## src/rtl/sigdata_gen.sv

```systemverilog
// sigdata_gen: burst stimulus source for the parallel-data path.
// Each ask_for_data rising edge yields BURST words after DELAY cycles.
//
// Ports:
//   sclk         - clock, rising edge
//   rst          - synchronous reset, active-high
//   ask_for_data - request level, rising edge = one request
//   mode         - 00 counter, 01 LFSR, 10 walking one, 11 constant
//   cfg_pattern  - word emitted in mode 11
//   data         - current word, holds while data_valid=0
//   data_valid   - high for each word of a burst
//   busy         - high from T0+1 until the last word
//   req_dropped  - high in the cycle a request is ignored
//
// Optional: define REQ_QUEUE_EN for a one-deep pending request.

module sigdata_gen #(
  parameter int unsigned       DATA_W = 4,
  parameter int unsigned       DELAY  = 3,
  parameter int unsigned       BURST  = 1,
  parameter logic [DATA_W-1:0] POLY   = 'h9,
  parameter logic [DATA_W-1:0] SEED   = 'h1
) (
  input  logic              sclk,
  input  logic              rst,
  input  logic              ask_for_data,
  input  logic [1:0]        mode,
  input  logic [DATA_W-1:0] cfg_pattern,
  output logic [DATA_W-1:0] data,
  output logic              data_valid,
  output logic              busy,
  output logic              req_dropped
);

  typedef enum logic [1:0] {
    IDLE,
    WAIT,
    SEND
  } state_t;

  localparam logic [7:0] DLY   = 8'(DELAY);
  localparam logic [7:0] BLAST = 8'(BURST - 1);
  localparam bit         DLY0  = (DELAY == 0);

  state_t            state_q;
  logic              ask_q;
  logic [1:0]        mode_q;
  logic [7:0]        wcnt_q;
  logic [7:0]        bcnt_q;
  logic [DATA_W-1:0] cnt_q, cnt_d;
  logic [DATA_W-1:0] lfsr_q, lfsr_d, lfsr_cur;
  logic [DATA_W-1:0] walk_q, walk_d;
  logic [DATA_W-1:0] data_q;
  logic              valid_q;
  logic              busy_q;

  logic              req;
  logic              drop;
  logic              restart;
  logic              fire;
  logic [1:0]        emit_mode;
  logic [DATA_W-1:0] word;

`ifdef REQ_QUEUE_EN
  logic       pend_q;
  logic [1:0] pmode_q;
  logic       take;
  logic [1:0] pmode_now;
`endif

  assign req = ask_for_data & ~ask_q;

  // busy_q is low only in IDLE, so it alone decides drop vs accept
  always_comb begin
`ifdef REQ_QUEUE_EN
    take      = req & busy_q & ~pend_q;
    drop      = req & busy_q & pend_q;
    pmode_now = pend_q ? pmode_q : mode;
    // a request captured in the final SEND cycle still chains on
    restart   = (state_q == SEND) & (bcnt_q == 8'd0)
              & (pend_q | take);
`else
    drop      = req & busy_q;
    restart   = 1'b0;
`endif
  end

  assign req_dropped = drop & ~rst;

  // fire: a word is registered onto data at this edge
  always_comb begin
    fire = 1'b0;
    unique case (state_q)
      IDLE:    fire = req & DLY0;
      WAIT:    fire = (wcnt_q == 8'd1);
      SEND:    fire = (bcnt_q != 8'd0) | (restart & DLY0);
      default: fire = 1'b0;
    endcase
  end

  // first word with DELAY=0 uses the mode being accepted now
  always_comb begin
    emit_mode = mode_q;
    if (state_q == IDLE) emit_mode = mode;
`ifdef REQ_QUEUE_EN
    if (restart) emit_mode = pmode_now;
`endif
  end

  // zero state would lock the LFSR, so it is treated as SEED
  assign lfsr_cur = (lfsr_q == '0) ? SEED : lfsr_q;

  always_comb begin
    cnt_d  = cnt_q;
    lfsr_d = lfsr_q;
    walk_d = walk_q;
    word   = cnt_q;
    unique case (emit_mode)
      2'b00: begin
        word = cnt_q;
        if (fire) cnt_d = cnt_q + 1'b1;
      end
      2'b01: begin
        word = lfsr_cur;
        if (fire)
          lfsr_d = (lfsr_cur >> 1)
                 ^ (lfsr_cur[0] ? POLY : '0);
      end
      2'b10: begin
        word = walk_q;
        if (fire)
          walk_d = {walk_q[DATA_W-2:0],
                    walk_q[DATA_W-1]};
      end
      2'b11: word = cfg_pattern;
      default: word = cnt_q;
    endcase
  end

  always_ff @(posedge sclk) begin
    if (rst) begin
      state_q <= IDLE;
      ask_q   <= 1'b0;
      mode_q  <= 2'b00;
      wcnt_q  <= 8'd0;
      bcnt_q  <= 8'd0;
      cnt_q   <= '0;
      lfsr_q  <= SEED;
      walk_q  <= DATA_W'(1);
      data_q  <= '0;
      valid_q <= 1'b0;
      busy_q  <= 1'b0;
`ifdef REQ_QUEUE_EN
      pend_q  <= 1'b0;
      pmode_q <= 2'b00;
`endif
    end else begin
      ask_q   <= ask_for_data;
      cnt_q   <= cnt_d;
      lfsr_q  <= lfsr_d;
      walk_q  <= walk_d;
      valid_q <= fire;
      if (fire) data_q <= word;
`ifdef REQ_QUEUE_EN
      if (restart) begin
        pend_q <= 1'b0;
      end else if (take) begin
        pend_q  <= 1'b1;
        pmode_q <= mode;
      end
`endif
      unique case (state_q)
        IDLE: begin
          if (req) begin
            mode_q  <= mode;
            busy_q  <= 1'b1;
            wcnt_q  <= DLY;
            bcnt_q  <= BLAST;
            state_q <= DLY0 ? SEND : WAIT;
          end
        end
        WAIT: begin
          wcnt_q <= wcnt_q - 8'd1;
          if (wcnt_q == 8'd1) state_q <= SEND;
        end
        SEND: begin
          if (bcnt_q != 8'd0) begin
            bcnt_q <= bcnt_q - 8'd1;
          end else if (restart) begin
`ifdef REQ_QUEUE_EN
            mode_q <= pmode_now;
`endif
            wcnt_q  <= DLY;
            bcnt_q  <= BLAST;
            state_q <= DLY0 ? SEND : WAIT;
          end else begin
            busy_q  <= 1'b0;
            state_q <= IDLE;
          end
        end
        default: state_q <= IDLE;
      endcase
    end
  end

  assign data       = data_q;
  assign data_valid = valid_q;
  assign busy       = busy_q;

endmodule

```

## config.mk

```make
export PLATFORM = sky130hd
export DESIGN_NAME = sigdata_gen
export DESIGN_NICKNAME = d
export VERILOG_FILES = /design/src/rtl/sigdata_gen.sv
export SDC_FILE = /design/constraint.sdc
export NUM_CORES = 1
export LEC_CHECK = 0
export ABC_AREA = 1
export BUFFER_PORTS_ARGS = -buffer_cell sky130_fd_sc_hd__buf_2
export CAP_MARGIN = 20
export CORE_MARGIN = 2
export CORE_UTILIZATION = 45
export CTS_CLUSTER_DIAMETER = 50
export DETAILED_ROUTE_END_ITERATION = 10
export GPL_ROUTABILITY_DRIVEN = 0
export HOLD_SLACK_MARGIN = 0.1
export PLACE_DENSITY = 0.64
export SLEW_MARGIN = 20
export SYNTH_ARGS = -nofsm -noshare
export SYNTH_HDL_FRONTEND = slang
export SYNTH_SLANG_ARGS = --single-unit
export TNS_END_PERCENT = 50
```

## constraint.sdc

```tcl
create_clock -name sclk -period 4 [get_ports sclk]
set_input_delay 0.2 -clock sclk [delete_from_list [all_inputs] [get_ports sclk]]
set_output_delay 0.2 -clock sclk [all_outputs]
set_load 0.02 [all_outputs]
```

Word level (Yosys, flattened, before mapping):

Index checks and enable logic that the tools add are counted.
W data, S select, Z words.

* eq/ne operators: 10
* bitwise operators: 6
* reduce and logical (&&, ||, !) cells: 14
* shift operators: 0
* add/sub/neg operators: 3
* $mul: 0
* order comparisons: 0
* div/mod/pow operators: 0
* muxes and demuxes: 17

Operators with widths (count)
* $pmux W8 S2: 2
* $mux W8: 3
* $pmux W4 S4: 1
* $sub A8 B1 Y8 const B: 2
* $reduce_and A2 Y1: 5
* $reduce_and A3 Y1: 3
* $eq A8 B1 Y1 const B: 1
* $mux W2: 4
* $mux W4: 2
* $ne A2 B2 Y1 const B: 4
* $reduce_bool A8 Y1: 1
* $eq A2 B2 Y1 const B: 3
* $pmux W2 S3: 1
* $add A4 B1 Y4 const B: 1
* $eq A2 B1 Y1 const B: 2
* $logic_not A2 Y1: 2
* $logic_not A4 Y1: 1
* $pmux W1 S2: 2
* $reduce_bool A2 Y1: 2
* $xor A3 B4 Y4: 1
* $and A1 B1 Y1: 3
* $mux W1: 2
* $not A1 Y1: 2

* output and inout port bits: 7
* bits in writable memories: 0
* bits in read-only memories: 0
* logic and storage cells: 61
* bits in latches: 0
* bits of input ports: 9
* memories kept: 0
* bits in registers: 39

Depth between registers and ports, before layout:

Gate-level depths: netlist (run 1).

* depth in word-level cells: 4
* mapped depth: 11
* mapped depth without buffers: 10

Worst setup path after synthesis (run 1):

No wires, ideal clock.

* path kind: register to register
* start point: register state_q[0]
* end point: register lfsr_q[1]
* stages on the path, launching flop included: 10
* data required time: 3.887 ns
* library setup time: 0.113 ns
* arrival: 1.347 ns
* setup slack: 2.540 ns
* period minus slack after synthesis: 1.460 ns
* cells stage by stage: dfxtp_1 inv_1 ha_1 buf_6 nand2_1 nand2_2 nor2_2 nand3_2 nor2_1 nor2_1

* word-level cells in the longest chain between the ends: 4
* elaborated cells between the ends (all ways): 7

Ends and longest elaborated chain
* start: declaration: line 45 `state_t state_q;`
* start signal: assignment: line 179 `state_q <= DLY0 ? SEND : WAIT;`
* start signal: assignment: line 195 `state_q <= DLY0 ? SEND : WAIT;`
* $logic_not A2 Y1: line 104 `if (state_q == IDLE) emit_mode = mode;`
* $mux W2: line 104
* $eq A2 B1 Y1: line 118 `unique case (emit_mode)`
* $reduce_and A2 Y1 (no source line) *
* end signal: assignment: line 160 `lfsr_q <= lfsr_d;`
* end: declaration: line 51 `logic [DATA_W-1:0] lfsr_q, lfsr_d, lfsr_cur;`

Mark *: on every way between the ends. The rest lies on a longest branch, timed or not.
A chain may end at the register's enable or synchronous reset.

Worst setup path in the final report (run 1):

* start point: register state_q[1]
* end point: register bcnt_q[7]

* word-level cells in the longest chain between the ends: 3
* elaborated cells between the ends (all ways): 7

Ends and longest elaborated chain
* $eq A2 B2 Y1 / $logic_not A2 Y1 (equally long branches): line 172 `unique case (state_q)`
* $ne A2 B2 Y1 (no source line) / $reduce_bool A2 Y1 (equally long branches)
* $reduce_and A3 Y1 (no source line)
* end signal: assignment: line 188 `bcnt_q <= bcnt_q - 8'd1;`
* end: declaration: line 49 `logic [7:0] bcnt_q;`

Parallel ways exist; a longest one is shown, timed or not.

==> impl_results.md, run 1 <==
* Status: finished clean
* CTS tree: done
* Worst EP required at approximately 4.2 ns
* Register area share after synthesis at 35.4%
* Postcts setup bufs at 0
* Number of diodes at 0
* Non-Filler Instances at 401
* Setup TNS at 0 ns
* Yosys top cell area share at a little over a third
* Clock power frac at 34.8%
* RSZ-0062 raised after global routing: false
* Drt first pass iters at 4
* Synth warn at 0
* Largest cells by area after synthesis: dfxtp_1, nand2_1, inv_1
* Crit Path Category: reg2reg
* CTS hold repair buffers at 0
* Initial core utilization at a little under half
* Worst skew pair latency at just under 0.3 ns
* Hold path start: ask_for_data
* Largest net degree at the start of global routing at 24
* Final critical-path required period at 1.84 ns
* Worst setup EP type: flip-flop
* DIE AREA at roughly 0.0055 sq mm
* Final Cycle Share at 46.0%
* Setup Skew at 0.00854 ns
* Max Clock Freq at between 500 and 600 MHz
* Via count of the first global-routing pass at about 1700
* Top post-synthesis cells by count: nand2_1, dfxtp_1, inv_1, nor2_1, nand3_1
* All-Layer GR Usage at 17.8%
* Io pins at 16
* Detailed placement HPWL at ~3200 microns
* Worst R2R Setup Slack at 2.16 ns
* Worst min path class: in2reg
* Top_reg_cell synth: dfxtp_1
* Placed Area at about 0.0023 sq mm
* ANT nets after route at 0
* R2r endpoint: bcnt_q[7]
* Max rail drop VDD at ~0.00017 V
* Core ar. at 0.00472 sq mm
* Area Growth Syn to Fin at 10.2%
* Least-Margin Pin Slew at 0.505 ns
* Most Used Layer, Global Route: met2
* GRT overflow at 0
* Reg-to-Reg Start: state_q[1]
* DR iter-0 viols at 84
* Count of final hold-check violations at 0
* Seq pwr share at 42.6%
* Pwr Total at between 900 and 1000 uW
* Met3 GRT Util at around 5.0%
* Drt wl/cell at 11.0 microns
* Leakage power at 0.00111 uW
* Fin nets at 350
* Sw Ratio at 31.6%
* Via count at about 2000
* Syn Inst Count at 318
* Mapped Area at 0.00220 sq mm
* Vias per cell at 4.92
* Pwr Density at 410 mW/mm^2
* Setup WS pre-CTS at between 2 and 2.5 ns
* Critical path origin: state_q[1]
* Comb pwr share at 22.7%
* Worst Path Arrival at about 2 ns
* Worst r2r path cells at 9
* Synth cell types at 26
* Die Ht at 74.0 microns
* Final setup viols at 0
* Post-synth top area cell: dfxtp_1
* Clk slew on worst S/H paths at about 0.080 ns
* CTS H-tree depth at 2
* Post-CTS resize count at 0
* Met1 Usage GRT at 23.4%
* Synthesis-stage register bit count at 39
* Die width at 74.0 microns
* Average cell area after synthesis at 6.93 sq um
* Hold Crit Endpoint: ask_q
* CP startpoint kind: flip-flop
* Int Pwr at 681 uW
* Max-slew violations at 0
* Most numerous cell in the Yosys netlist: nand2_1
* Slew headroom at approximately 66%
* Routed wire length at 4390 microns
* Global-route wire length before repair at around 7600 microns
* Met2 Resource Use GR at 28.1%
* Initial antenna violation count at 0
* DRC at 0
* Clock tree buffer depth at 2
* CP max FO at 12
* Final Cell Area at 0.00243 sq mm
* Clock tree sinks at 39
* Post-synth net total at 335
* Post-synth EDFFs at 0
* Number of cells after detailed placement at 393
* NetSw at 314 uW
* Rows at 25
* Hold Path Depth at 3
* CTS root buffer: clkbuf_8
* Port buffer count at 15
* MaxCap Viol Count at 0
* Asr flop ratio synth at 0%
* Setup ws final at between 2 and 2.5 ns
* Share of cells above drive strength 1 at 16.2%
* CTS Buf Count at 5
==> state kept, by name, indices dropped and copies added (netlist names) <==
register and flops:
data_valid 1, cnt_q 4, busy 1, state_q 2, data 4, wcnt_q 8
bcnt_q 8, ask_q 1, mode_q 2, lfsr_q 4, walk_q 4
==> stage by stage <==
| step | utilization (%) | hold WS, ns |
|---|---|---|
| after global placement | 49.0 | 0.447 |
| final | 51.4 | 0.138 |
| after detailed placement | 49.0 | 0.450 |
| after global routing | 51.4 | 0.136 |
| after floorplan | - | 0.262 |
| after CTS | 51.4 | 0.134 |
==> power groups by stage <==
stage,clock network [uW],registers [uW],logic (uW)
after floorplan,0,431,190
after global placement,0,432,224
after detailed placement,0,433,225
after CTS,355,424,226
after global routing,371,427,258
final,346,424,225
==> cell usage in the layout (no fill, tap or decap), types with 8 or more instances in the layout <==
master   synthesis  final
nor2_1          39     39
nand3_1         29     29
nand2_2          9      9
ha_1             8      8
nand2_1         71     71
dfxtp_1         39     39
nand4_1         16     16
buf_2            2     15
a21oi_1         20     20
inv_1           39     39
==> final cells by class <==
type	instances	area [sq um]
Tap cell	67	83.8
Multi-Input combinational cell	229	1210
Fill cell	501	2290
Inverter	43	161
Clock inverter	2	35.0
Sequential cell	39	781
Clock buffer	6	82.6
Timing Repair Buffer	15	75.1
==> logic make-up (layout without fill, tap and decap cells) <==
family	Yosys count	count (layout)	synth area share, %
flops	39	39	35.4
simple gates	181	181	38.5
xor+xnor	6	6	2.38
compound gates	34	34	9.54
fa+ha+maj	8	8	4.54
buf+inv	50	66	9.65
==> worst max-delay path, stage by stage, from the launching register on <==
cell	delay, ns
dfxtp_1	0.34
inv_1	0.08
ha_1	0.42
nand3_2	0.20
o21ai_2	0.13
nand2_2	0.19
inv_1	0.16
nor2_1	0.05
nor2_1	0.09
nor2_1	0.05
==> per-layer routing <==
| layer | wire length (microns) | share of wire [%] |
|---|---|---|
| met1 | 2170 | 49 |
| met2 | 2000 | 46 |
| met3 | 172 | 3.9 |
| met4 | 44 | 1.0 |
| met5 | 0 | 0 |
==> how the worst max path moves through the flow <==
stage / slack, ns / endpoint
finish: 2.16 / bcnt_q[7]
global route: 1.99 / walk_q[2]
CTS: 2.17 / bcnt_q[7]
detailed placement: 2.17 / bcnt_q[7]
global placement: 2.19 / bcnt_q[6]
floorplan: 2.54 / lfsr_q[1]
Power figures use the tool's default switching activity.
==> inputs of run 2 (changes only) <==
- clock period: 4 -> 1.9 ns (I/O delays scaled with it)
==> run 2 against run 1 <==
Sequential share of layout area is 0.58 points lower. Fmax is 8.6% higher. Worst hold slack worse by 0.018 ns. Clock skew is 0.0020 ns lower. Sequential power is 110% higher. Sequential cell count stayed put. Combinational power is 120% higher. Setup slack worse by 2.0 ns. Final area is 1.9% higher. Critical endpoint is now data[2]. Largest cell class unchanged. Highest routed layer unchanged.
==> impl_results.md, run 2 (synthesis results as in run 1) <==
* GRT overflow at 0 (unchanged)
* Initial core utilization at 46.7% (unchanged)
* WHS at 0.120 ns (was 0.138 ns)
* Status: finished clean (unchanged)
* Worst min path class: in2reg (unchanged)
* Clock tree sinks at 39 (unchanged)
* Slew headroom at 72.7% (was 66.3%)
* Share of cells above drive strength 1 at 17.1% (was 16.2%)
* All-Layer GR Usage at 17.4% (was 17.8%)
* Final critical-path required period at 1.69 ns (was 1.84 ns)
* CTS Buf Count at 5 (unchanged)
* CP Cell Sequence: inv_1 > ha_2 > inv_2 > nand2_1 > nand2_2 > nor2_4 > nand2_1 > nand4_1 > nand2_1 > a21oi_1 (was inv_1 > ha_1 > nand3_2 > o21ai_2 > nand2_2 > inv_1 > nor2_1 > nor2_1 > nor2_1)
* Crit Path Category: reg2reg (unchanged)
* Io pins at 16 (unchanged)
* Count of final hold-check violations at 0 (unchanged)
* ANT nets after route at 0 (unchanged)
* Core ar. at 0.00472 sq mm (unchanged)
* Least-Margin Pin Slew at 0.408 ns (was 0.505 ns)
* CP startpoint kind: flip-flop (unchanged)
* DRC at 0 (unchanged)
* Commonest non-fill, non-tap cell in the layout: nand2_1 (unchanged)
* DIE AREA at 0.00548 sq mm (unchanged)
* DR iter-0 viols at 102 (was 84)
* Final Cycle Share at 89.2% (was 46.0%)
* Die Ht at 74.0 microns (unchanged)
* Clock tree buffer depth at 2 (unchanged)
* Max-slew violations at 0 (unchanged)
* Global-route wire length before repair at 7420 microns (was 7600 microns)
* CP max FO at 9 (was 12)
* Leakage power at 0.00113 uW (was 0.00111 uW)
* Detailed placement HPWL at 3210 microns (was 3170 microns)
* Setup TNS at 0 ns (unchanged)
* Number of diodes at 0 (unchanged)
* Max stage delay on crit path at 0.34 ns (was 0.42 ns)
* CTS root buffer: clkbuf_8 (unchanged)
* Largest net degree at the start of global routing at 16 (was 24)
* Most frequent cells in the layout: nand2_1, inv_1, nor2_1, dfxtp_1, nand3_1 (unchanged)
* Pwr Density at 809 mW/mm^2 (was 410 mW/mm^2)
* MaxCap Viol Count at 0 (unchanged)
* Worst setup EP type: flip-flop (unchanged)
* Biggest regs: bcnt_q (8), wcnt_q (8) (unchanged)
* Via count of the first global-routing pass at 1705 (was 1747)
* Register area at 781 sq um (unchanged)
* Initial antenna violation count at 0 (unchanged)
* Slowest-stage cell, CP: dfxtp_1 (was ha_1)
* Max Clock Freq at 590 MHz (was 543 MHz)
* CTS H-tree depth at 2 (unchanged)
* RSZ-0062 raised after global routing: false (unchanged)
* Fin nets at 356 (was 350)
* Max rail drop VDD at 0.000313 V (was 0.000168 V)
* Area Growth Syn to Fin at 12.3% (was 10.2%)
* CP most frequent cell: nand2_1 (was nor2_1)
* Final Core Density at 52.4% (was 51.4%)
* Fillers at 471 (was 501)
* CTS tree: done (unchanged)
* Port buffer count at 15 (unchanged)
* Routed wire length at 4380 microns (was 4390 microns)
* Drt first pass iters at 4 (unchanged)
* Drt wl/cell at 10.8 microns (was 11.0 microns)
* Rows at 25 (unchanged)
* Clk slew on worst S/H paths at 0.08 ns (about the same)
* Setup Skew at 0.00658 ns (was 0.00854 ns)
* Multi-input combinational cell area at 0.00122 sq mm (was 0.00121 sq mm)
* Vias per cell at 4.81 (was 4.92)
* Die width at 74.0 microns (unchanged)
* Worst skew pair latency at 0.29 ns (about the same)
* Via count at 1956 (was 1973)
* Worst EP required at 2.12 ns (was 4.17 ns)
* Final setup viols at 0 (unchanged)
* Worst Path Arrival at 1.92 ns (was 2.01 ns)
## run 2: cell type report
class	count	share of cell area, %
clock buffers	8	4.04
inverters	43	6.52
multi-input cells	229	49.3
flip-flops and latches	39	31.5
well taps	67	3.39
repair buffers	21	5.16
## run 2: path summary, 6_finish.rpt
check,from,endpoint,slack (ns),cells past startpoint
worst max-delay path,state_q[0],data[2],0.21,10
worst min-delay path,rst,cnt_q[3],0.12,2
worst max register to register,state_q[0],data[2],0.21,10
worst min register to register,data[2],data[2],0.46,2
## run 2: critical path: cells and delay by family, from the launching register on
family                   cells  cell delay, ns
AND/OR/NAND/NOR              6            0.68
flip-flops                   1            0.34
AO/OA/AOI/OAI                1            0.11
adder cells (fa/ha/maj)      1            0.33
buffers and inverters        2            0.17
## run 2: report_power, final
group,total [uW],switching (uW),internal (uW),leakage [uW]
combinational,495,330,165,0.000757
sequential,892,30.2,861,0.000317
clock,616,285,331,0.0000515
total,2000,645,1360,0.00113
## run 2: repair_timing
item / in CTS / in global routing
endpoints found under the setup margin: 0 / 27
hold buffers: 3 / 0
gates resized for setup: 0 / 3
endpoints found under the hold margin: 3 / 0
buffers inserted: 0 / 0
## run 2: routing by layer
metal	GRT usage (%)	part of all wire (%)	wire length [microns]	up-vias
li1	-	-	-	1066
met1	22.8	49	2150	848
met2	27.7	45	1980	36
met3	4.74	4.3	190	6
met4	6.46	1.4	61	0
met5	0	0	0	-
## run 2: per-stage QoR
step	power, uW	setup slack, ns	area (sq um)	std cells
6_report	2000	0.205	2470	407
3_3_place_gp	1390	0.130	2330	396
5_1_grt	2140	0.0276	2470	407
4_1_cts	2020	0.0511	2460	407
2_1_floorplan	1310	0.440	2200	318
3_5_place_dp	1400	0.0628	2330	396
==> inputs of run 3 (changes only) <==
- CORE_UTILIZATION: 45 -> 55
- PLACE_DENSITY: 0.64 -> 0.76
==> run 3 against run 2 <==
Routed wire length up 3.7%. Combinational power increased by 3%. Largest cell class unchanged. Critical path depth down 2. Sequential power about the same. Die area down 17%. Non-clock buffer count unchanged. Setup slack improved by 0.012 ns.
==> impl_results.md, run 3 (synthesis results as in run 1) <==
* Status: finished clean (unchanged)
* Final Cell Area at 0.00247 sq mm (about the same)
* Via count at 2033 (was 1956)
* Final Core Density at 63.2% (was 52.4%)
* Final Cycle Share at 88.6% (was 89.2%)
* CP most frequent cell: nor2_1 (was nand2_1)
* Biggest regs: bcnt_q (8), wcnt_q (8) (unchanged)
* DR iter-0 viols at 191 (was 102)
* Global-route wire length before repair at 7730 microns (was 7420 microns)
* Met1 wire length at 2090 microns (was 2150 microns)
* CTS root buffer: clkbuf_8 (unchanged)
* Met3 wire length at 208 microns (was 190 microns)
* ANT nets after route at 0 (unchanged)
* Pwr Density at 818 mW/mm^2 (was 809 mW/mm^2)
* MaxCap Viol Count at 0 (unchanged)
* Critical Path Sink: wcnt_q[4] (was data[2])
* Worst EP required at 2.08 ns (was 2.12 ns)
* RSZ-0062 raised after global routing: false (unchanged)
* Placed Area at 0.00231 sq mm (was 0.00233 sq mm)
* Fillers at 382 (was 471)
* CP max FO at 8 (was 9)
* Drt wl/cell at 11.7 microns (was 10.8 microns)
* Via count of the first global-routing pass at 1835 (was 1705)
* Rows at 23 (was 25)
* R2r endpoint: wcnt_q[4] (was data[2])
* Clock tree sinks at 39 (unchanged)
* CTS Buf Count at 5 (unchanged)
* Core ar. at 0.00391 sq mm (was 0.00472 sq mm)
* CP startpoint kind: flip-flop (unchanged)
* Setup Skew at 0.00356 ns (was 0.00658 ns)
* Fin nets at 356 (unchanged)
* Final critical-path required period at 1.68 ns (was 1.69 ns)
* Worst r2r path cells at 8 (was 10)
* Port buffer count at 15 (unchanged)
* Max-slew violations at 0 (unchanged)
* Count of final hold-check violations at 0 (unchanged)
* Worst setup EP type: flip-flop (unchanged)
* Critical path origin: state_q[1] (was state_q[0])
* Multi-input combinational cell area at 0.00124 sq mm (was 0.00122 sq mm)
* DRC at 0 (unchanged)
* Max stage delay on crit path at 0.35 ns (was 0.34 ns)
* Io pins at 16 (unchanged)
* GRT overflow at 0 (unchanged)
* Area Growth Syn to Fin at 12.2% (was 12.3%)
* CTS H-tree depth at 2 (unchanged)
* Routed wire length at 4540 microns (was 4380 microns)
* Max rail drop VDD at 0.000508 V (was 0.000313 V)
* Setup TNS at 0 ns (unchanged)
* Most frequent cells in the layout: nand2_1, inv_1, nor2_1, dfxtp_1, nand3_1 (unchanged)
* Worst R2R Setup Slack at 0.22 ns (was 0.21 ns)
* Vias per cell at 5.21 (was 4.81)
* All-Layer GR Usage at 22.5% (was 17.4%)
* Least-Margin Pin Slew at 0.421 ns (was 0.408 ns)
* WP depth at 8 (was 10)
* Die Ht at 67.3 microns (was 74.0 microns)
* WP buf/inv at 2 (unchanged)
* Postcts setup bufs at 0 (unchanged)
* Clk slew on worst S/H paths at 0.07 ns (was 0.08 ns)
* Register area at 781 sq um (unchanged)
* Die width at 67.3 microns (was 74.0 microns)
* Worst Path Arrival at 1.87 ns (was 1.92 ns)
* Initial core utilization at 56.3% (was 46.7%)
* Slowest-stage cell, CP: dfxtp_1 (unchanged)
* Crit Path Category: reg2reg (unchanged)
* CTS tree: done (unchanged)
* Met2 routed WL at 2210 microns (was 1980 microns)
* Worst skew pair latency at 0.29 ns (about the same)
* Worst path top cell family by delay: flip-flops (was simple AND/OR/NAND/NOR gates)
* Slew headroom at 71.9% (was 72.7%)
* Final setup viols at 0 (unchanged)
* Commonest non-fill, non-tap cell in the layout: nand2_1 (unchanged)
* Share of cells above drive strength 1 at 17.1% (unchanged)
* Top Metal Used: met4 (unchanged)
* Largest net degree at the start of global routing at 14 (was 16)
* Clock tree buffer depth at 2 (unchanged)
* Drt first pass iters at 5 (was 4)
* Detailed placement HPWL at 3320 microns (was 3210 microns)
* DIE AREA at 0.00453 sq mm (was 0.00548 sq mm)
* Number of diodes at 0 (unchanged)
* Initial antenna violation count at 0 (unchanged)
* Leakage power at 0.00113 uW (about the same)
* Reg-to-Reg Start: state_q[1] (was state_q[0])
* Worst min path class: in2reg (unchanged)
* Max Clock Freq at 594 MHz (was 590 MHz)
* CP Cell Sequence: inv_1 > ha_1 > inv_2 > o21ai_4 > nand3_1 > nor2_1 > xor2_1 > nor2_1 (was inv_1 > ha_2 > inv_2 > nand2_1 > nand2_2 > nor2_4 > nand2_1 > nand4_1 > nand2_1 > a21oi_1)
## run 3: cell counts in the layout (fill, tap and decap cells not counted)
No cell type changed its count.
## run 3: final cells by class
| cell class | count | area share, % |
|---|---|---|
| Multi-Input combinational cell | 229 | 50.2 |
| Sequential cell | 39 | 31.6 |
| Tap cell | 50 | 2.53 |
| Inverter | 43 | 6.53 |
| Timing Repair Buffer | 21 | 5.16 |
| Clock buffer | 8 | 4.05 |
## run 3: repair_timing
action	CTS	global route
setup endpoints to repair	0	25
hold endpoints to repair	3	0
gates resized for setup	0	5
hold buffers	3	0
## run 3: where the power goes
part	internal (uW)	total, uW	switching (uW)
combinational	170	510	340
sequential	861	892	30.7
clock	332	621	290
## run 3: metrics by stage
| stage | worst slack [ns] | hold WS (ns) | power (uW) | cells |
|---|---|---|---|---|
| after detailed placement | 0.0742 | 0.344 | 1400 | 379 |
| final | 0.217 | 0.101 | 2020 | 390 |
| after global placement | 0.156 | 0.343 | 1380 | 379 |
| after CTS | 0.0440 | 0.104 | 2020 | 390 |
| after global routing | 0.0445 | 0.115 | 2130 | 390 |
| after floorplan | 0.440 | 0.157 | 1310 | 318 |
## run 3: worst min path at each step
stage	end	depth (start not counted)	start
detailed placement	ask_q	3	ask_for_data
finish	cnt_q[2]	2	rst
global route	cnt_q[2]	2	rst
CTS	cnt_q[2]	2	rst
global placement	ask_q	3	ask_for_data
floorplan	cnt_q[3]	1	rst
## run 3: per-layer routing
metal | vias up | track usage (%)
li1 | 1060 | -
met1 | 914 | 27.9
met2 | 54 | 39.0
met3 | 5 | 5.00
met4 | 0 | 6.89
met5 | - | 0
